<file path="src/rtl/alu_pkg.sv">
// Shared definitions for the ALU issue/writeback controller: opcodes,
// data width and FSM state encoding.
package alu_pkg;

  localparam int DW = 8;

  localparam logic [3:0] OP_ADD  = 4'h0;
  localparam logic [3:0] OP_SUB  = 4'h1;
  localparam logic [3:0] OP_AND  = 4'h2;
  localparam logic [3:0] OP_OR   = 4'h3;
  localparam logic [3:0] OP_XOR  = 4'h4;
  localparam logic [3:0] OP_NOT  = 4'h5;
  localparam logic [3:0] OP_SHL  = 4'h6;
  localparam logic [3:0] OP_SHR  = 4'h7;
  localparam logic [3:0] OP_EQ   = 4'h8;
  localparam logic [3:0] OP_GT   = 4'h9;
  localparam logic [3:0] OP_LT   = 4'hA;
  localparam logic [3:0] OP_LAST = 4'hA;

  typedef enum logic [1:0] {
    IDLE = 2'd0,
    EXEC = 2'd1,
    WB   = 2'd2
  } state_t;

  // Opcodes above OP_LAST are rejected with an err pulse.
  function automatic logic op_legal(input logic [3:0] op);
    return (op <= OP_LAST);
  endfunction

endpackage

</file>
<file path="src/rtl/alu_regfile.sv">
// NREGS x DW register file: two combinational read ports, one synchronous
// write port, all entries reset to zero.
module alu_regfile
  import alu_pkg::*;
#(
  parameter int NREGS = 4,
  parameter int RA_W  = 2
) (
  input  logic            clk,
  input  logic            rst_n,
  input  logic            we,
  input  logic [RA_W-1:0] waddr,
  input  logic [DW-1:0]   wdata,
  input  logic [RA_W-1:0] raddr1,
  output logic [DW-1:0]   rdata1,
  input  logic [RA_W-1:0] raddr2,
  output logic [DW-1:0]   rdata2
);

  logic [DW-1:0] mem_q [NREGS];
  logic [DW-1:0] mem_d [NREGS];

  assign rdata1 = mem_q[raddr1];
  assign rdata2 = mem_q[raddr2];

  // Next-state of the storage: single write port.
  always_comb begin
    mem_d = mem_q;
    if (we) mem_d[waddr] = wdata;
  end

  // Storage registers, cleared by reset.
  always_ff @(posedge clk or negedge rst_n) begin
    if (!rst_n) begin
      for (int i = 0; i < NREGS; i++) mem_q[i] <= '0;
    end else begin
      mem_q <= mem_d;
    end
  end

endmodule

</file>
<file path="src/rtl/alu_issue_ctrl.sv">
// Issue/writeback controller in front of a combinational 8-bit ALU.
// Fixed IDLE -> EXEC -> WB sequence, one instruction in flight.
// Optional build macro ALU_ISSUE_PERF_EN adds perf_ops / perf_errs counters.
//
//   state | meaning
//   IDLE  | in_ready high, waiting for an instruction
//   EXEC  | operands presented to ALU, result captured at end of cycle
//   WB    | wb_valid high, register file and flags updated at end of cycle
module alu_issue_ctrl
  import alu_pkg::*;
#(
  parameter int NREGS = 4,
  parameter int RA_W  = 2
) (
  input  logic            clk,
  input  logic            rst_n,
  input  logic            in_valid,
  output logic            in_ready,
  input  logic [3:0]      in_op,
  input  logic [RA_W-1:0] in_rd,
  input  logic [RA_W-1:0] in_rs1,
  input  logic [RA_W-1:0] in_rs2,
  input  logic            in_imm_en,
  input  logic [DW-1:0]   in_imm,
  output logic [DW-1:0]   alu_a,
  output logic [DW-1:0]   alu_b,
  output logic [3:0]      alu_sel,
  input  logic [DW-1:0]   alu_out,
  input  logic            alu_zero,
  input  logic            alu_carry,
  output logic            wb_valid,
  output logic [RA_W-1:0] wb_rd,
  output logic [DW-1:0]   wb_data,
  output logic            flag_zero,
  output logic            flag_carry,
`ifdef ALU_ISSUE_PERF_EN
  output logic [15:0]     perf_ops,
  output logic [7:0]      perf_errs,
`endif
  output logic            err
);

  state_t            state_q, state_d;
  logic [DW-1:0]     a_q, a_d, b_q, b_d, res_q, res_d;
  logic [3:0]        sel_q, sel_d;
  logic [RA_W-1:0]   rd_q, rd_d;
  logic              rz_q, rz_d, rc_q, rc_d;
  logic              fz_q, fz_d, fc_q, fc_d;
  logic              err_q, err_d;
  logic [DW-1:0]     rf_rd1, rf_rd2;

  alu_regfile #(.NREGS(NREGS), .RA_W(RA_W)) u_rf (
    .clk    (clk),
    .rst_n  (rst_n),
    .we     (state_q == WB),
    .waddr  (rd_q),
    .wdata  (res_q),
    .raddr1 (in_rs1),
    .rdata1 (rf_rd1),
    .raddr2 (in_rs2),
    .rdata2 (rf_rd2)
  );

  assign in_ready   = (state_q == IDLE);
  assign wb_valid   = (state_q == WB);
  assign wb_rd      = rd_q;
  assign wb_data    = res_q;
  assign alu_a      = a_q;
  assign alu_b      = b_q;
  assign alu_sel    = sel_q;
  assign flag_zero  = fz_q;
  assign flag_carry = fc_q;
  assign err        = err_q;

  // Next-state and datapath capture for the issue sequence.
  always_comb begin
    state_d = state_q;
    a_d     = a_q;
    b_d     = b_q;
    sel_d   = sel_q;
    rd_d    = rd_q;
    res_d   = res_q;
    rz_d    = rz_q;
    rc_d    = rc_q;
    fz_d    = fz_q;
    fc_d    = fc_q;
    err_d   = 1'b0;
    case (state_q)
      IDLE: begin
        if (in_valid) begin
          if (!op_legal(in_op)) begin
            err_d = 1'b1;
          end else begin
            a_d     = rf_rd1;
            b_d     = in_imm_en ? in_imm : rf_rd2;
            sel_d   = in_op;
            rd_d    = in_rd;
            state_d = EXEC;
          end
        end
      end
      EXEC: begin
        res_d   = alu_out;
        rz_d    = alu_zero;
        rc_d    = alu_carry;
        state_d = WB;
      end
      WB: begin
        fz_d    = rz_q;
        fc_d    = rc_q;
        state_d = IDLE;
      end
      default: state_d = IDLE;
    endcase
  end

  // Controller state registers.
  always_ff @(posedge clk or negedge rst_n) begin
    if (!rst_n) begin
      state_q <= IDLE;
      a_q     <= '0;
      b_q     <= '0;
      sel_q   <= '0;
      rd_q    <= '0;
      res_q   <= '0;
      rz_q    <= 1'b0;
      rc_q    <= 1'b0;
      fz_q    <= 1'b0;
      fc_q    <= 1'b0;
      err_q   <= 1'b0;
    end else begin
      state_q <= state_d;
      a_q     <= a_d;
      b_q     <= b_d;
      sel_q   <= sel_d;
      rd_q    <= rd_d;
      res_q   <= res_d;
      rz_q    <= rz_d;
      rc_q    <= rc_d;
      fz_q    <= fz_d;
      fc_q    <= fc_d;
      err_q   <= err_d;
    end
  end

`ifdef ALU_ISSUE_PERF_EN
  logic [15:0] perf_ops_q, perf_ops_d;
  logic [7:0]  perf_errs_q, perf_errs_d;

  assign perf_ops  = perf_ops_q;
  assign perf_errs = perf_errs_q;

  // Writeback count wraps; error count saturates.
  always_comb begin
    perf_ops_d  = perf_ops_q;
    perf_errs_d = perf_errs_q;
    if (state_q == WB) perf_ops_d = perf_ops_q + 16'd1;
    if (err_d && (perf_errs_q != 8'hFF)) perf_errs_d = perf_errs_q + 8'd1;
  end

  // Performance counter registers.
  always_ff @(posedge clk or negedge rst_n) begin
    if (!rst_n) begin
      perf_ops_q  <= '0;
      perf_errs_q <= '0;
    end else begin
      perf_ops_q  <= perf_ops_d;
      perf_errs_q <= perf_errs_d;
    end
  end
`endif

endmodule
</file>
<file path="config.mk">
export PLATFORM = sky130hd
export DESIGN_NAME = alu_issue_ctrl
export DESIGN_NICKNAME = d
export VERILOG_FILES = /design/src/rtl/alu_pkg.sv /design/src/rtl/alu_regfile.sv /design/src/rtl/alu_issue_ctrl.sv
export SDC_FILE = /design/constraint.sdc
export NUM_CORES = 1
export LEC_CHECK = 0
export BUFFER_PORTS_ARGS = -buffer_cell sky130_fd_sc_hd__buf_2
export CAP_MARGIN = 20
export CORE_AREA = 2 2 78 80
export DETAILED_ROUTE_END_ITERATION = 10
export DIE_AREA = 0 0 80 82
export GPL_TIMING_DRIVEN = 1
export PLACE_DENSITY = 0.8
export SETUP_SLACK_MARGIN = 0.1
export SYNTH_ARGS = -nofsm -noshare
export SYNTH_HDL_FRONTEND = slang
export SYNTH_HIERARCHICAL = 1
export SYNTH_SLANG_ARGS = --single-unit
</file>
<file path="constraint.sdc">
create_clock -name clk -period 2.34 [get_ports clk]
set_input_delay 0.234 -clock clk [delete_from_list [all_inputs] [get_ports clk]]
set_output_delay 0.234 -clock clk [all_outputs]
set_load 0.05 [all_outputs]
</file>
==> results.md <==
- DR pass1 iterations: 4
- Post-Synth Adder-Cell Area: 0
- Clock Root Buffer: clkbuf_8
- Register area: 0.00173 mm^2
- Worst Tran Pin Value: 0.642 ns
- Via-to-Cell Ratio: 5.40
- GPL Wtd Cong: 0.755
- Nature of the critical path endpoint: flip-flop
- Setup Skew: 0.0111 ns
- Share of cells above drive strength 1: 0.664
- Worst Setup Start Kind: flip-flop
- Unrepaired setup endpoints after global routing: no
- Crit-path cells: or3b_4 -> a21oi_4 -> buf_12 -> mux2_2
- Hold EP: alu_sel[2]$_DFFE_PN0P_
- FF-to-FF Start: state_q[1]$_DFFE_PN0P_
- Seq cells post-synth: just under 70
- Most numerous cell in the Yosys netlist: mux2_2
- Number of max-cap violations: 0
- DRC viols: 0
- Core area: between 0.005 and 0.006 mm^2
- Pin count of the biggest net entering global routing: 70
- Area of the multi-input gates: 0.00130 mm^2
- Top FF cell, synth: dfrtp_1
- Crit path depth: 4
- # fillers: between 400 and 500
- Die area: 0.00656 mm^2
- Simple-gate share of the synthesized area: 0.0292
- R2R Path End: alu_b[4]$_DFFE_PN0P_
- CTS clock-pin slew for the worst setup and hold paths: 0.07 ns
- Required @ worst endpoint: 2.56 ns
- CP Data Arrival Time: 2.11 ns
- Fmax: 528 MHz
- Synth Area in Compound Gates: 0.0134
- Most frequent cells after synthesis: 71 x mux2_2, 69 x dfrtp_1, 16 x mux4_2
- Num rows: 28
- Crit path buffers/inverters: 1
- Routed wire per std cell: 17.2 um
- Crit path time final: 1.89 ns
- Yosys top cell by area: dfrtp_1
- Area grow syn2layout: 19.4%
- Initial Util: 0.538
- Worst Setup SP: state_q[1]$_DFFE_PN0P_
- Gr usage total: 0.192
- Via total after detailed routing: 1805
- DIE WIDTH: roughly 80 um
- WL final: around 5.7 mm
- Largest family of logic cells by synthesized area: multiplexers
- Slowest stage delay, CP: 0.44 ns
- Top-area cell type share of the netlist area: 0.559
- Syn_nets: about 220
- CTS Buf Count: 9
- CTS max path bufs: 2
- Post-Synth XOR/XNOR Area: 0
- Dominant cells by area after synthesis: dfrtp_1 56%, mux2_2 26%, mux4_2 12%, buf_6 0.73%, nand3b_2 0.73%
- Period utilization: 0.809
- Routed Antenna Nets: 0
- Tightest Hold Check Type: in -> reg
- PortBufs: 66
- Crit-path leading delay family: simple AND/OR/NAND/NOR gates
- Kind of critical path: reg -> reg
- Sequential share of the synthesized area: 0.559
- Die H: 82 um
- Status: completed
- Synth unique cells: 20
- TritonCTS clock tree: yes
- Syn Area/Cell: 16.9 um^2
- Final setup margin: ~0.45 ns
- Placement Setup Slack: 0.461 ns
- Setup bufs post-CTS: 0
- Mapped Area: 0.00309 mm^2
- PwrDens: approximately 1400 mW/mm^2
- Leakage: around 1.7 nW
- Final setup viols: 0
- IO Count: 67
- Hpwl dp: 3.97 mm
- Number of global-route vias before repair: 1828
- Total grt overflow: 0
- Hold Vio Cnt, Final: 0
- Slew headroom: 0.572
- CP max-delay cell: or3b_4
- Cell count of the worst hold path: 2
- Final net count: 287
- First-pass GRT wire length: ~9.0 mm
- Yosys warning count: 6
- Hold Path Origin: in_op[2]
- Cells after synthesis: 183
- Final core occ: 0.642
- ANT cells: 0
- Mux contribution to synthesized area: 0.379
- Worst VDD drop: 0.690 mV
- Initial drt markers: 120
- Flop2flop setup slack: 0.45 ns
- Clock Latency Late Sink: ~0.34 ns
- Clock Sinks: 69
- WHS: 0.113 ns
- Initial antenna violation count: 0
- Worst Reg-to-Reg Cells: 4
- Post-route setup TNS: 0 ns
- Slew Limit Fails: 0
- Critical Path Fanout Max: 15
- FFs w/ async S/R, synth: 1.00
- Htree depth: 3
- Number of synthesized flops with an enable pin: 0
## repair_timing
action	in CTS	in global routing
setup endpoints to repair	0	0
hold buffers	1	0
hold endpoints to repair	69	0
gates resized for setup	0	0
## where the power goes
| part | leakage [nW] | switching (mW) | internal (mW) |
|---|---|---|---|
| sequential | 0.837 | 0.356 | 1.70 |
| clock | 0.0875 | 0.400 | 0.487 |
| combinational | 0.772 | 1.20 | 0.839 |
## per-layer routing
layer,GRT usage,wire (um),part of all wire
met5,0,0,0
met4,0.0864,93,0.016
met3,0.0484,258,0.045
met2,0.298,2790,0.49
met1,0.258,2610,0.45
## flip-flops by register name (all words and copies together) (netlist names)
name,flops
state_q,2
err,1
rz_q,1
flag_carry,1
alu_a,8
alu_sel,4
rc_q,1
wb_rd,2
flag_zero,1
alu_b,8
wb_data,8
u_rf/mem_q,32
## logic make-up after synthesis
family                 Yosys count
and+or+nand+nor                 11
DFF                             69
buffers and inverters           11
muxes                           88
AOI/OAI and AO/OA                4
## cell usage in the layout (no fill, tap or decap)
cell type / synthesis / final
clkbuf_8: 0 / 9
nand2b_1: 2 / 2
nor3b_4: 1 / 1
a21o_1: 1 / 1
buf_12: 0 / 2
clkbuf_1: 1 / 4
nand3b_2: 2 / 2
clkinv_2: 0 / 1
nor2_1: 3 / 3
or3b_4: 1 / 1
dlygate4sd3_1: 0 / 1
bufinv_16: 0 / 1
o22a_1: 1 / 1
buf_2: 3 / 66
nand2_1: 1 / 1
a21oi_4: 1 / 1
mux2_2: 71 / 71
nand3_2: 1 / 1
mux2_1: 1 / 1
o2bb2ai_1: 1 / 1
inv_1: 3 / 3
dfrtp_1: 69 / 69
mux4_2: 16 / 16
## through the flow
stage / power [mW] / cell area [um^2] / instances
after CTS: 5.03 / 3690 / 334
after global placement: 4.07 / 3500 / 318
after floorplan: 3.62 / 3090 / 183
final: 4.99 / 3690 / 334
after detailed placement: 4.14 / 3500 / 318
after global routing: 5.24 / 3690 / 334
## how the worst max path moves through the flow
stage	end	slack, ns
after floorplan	u_rf/mem_q[24]$_DFFE_PN0P_	0.45
after global placement	alu_a[7]$_DFFE_PN0P_	0.50
after detailed placement	alu_b[4]$_DFFE_PN0P_	0.46
after CTS	alu_b[4]$_DFFE_PN0P_	0.44
after global routing	alu_b[4]$_DFFE_PN0P_	0.39
final	alu_b[4]$_DFFE_PN0P_	0.45
## final cells by class
type	count	share of cell area
flip-flops and latches	69	0.468
clock inverters	2	0.00950
clock buffers	13	0.0377
repair buffers	69	0.103
well taps	75	0.0254
inverters	3	0.00305
multi-input cells	103	0.353
## worst register-to-register path, stage by stage, from the launching register on
cell and delay (ns):
dfrtp_1 0.41, or3b_4 0.44, a21oi_4 0.37, buf_12 0.21
mux2_2 0.34
(Power assumes the default switching activity.)
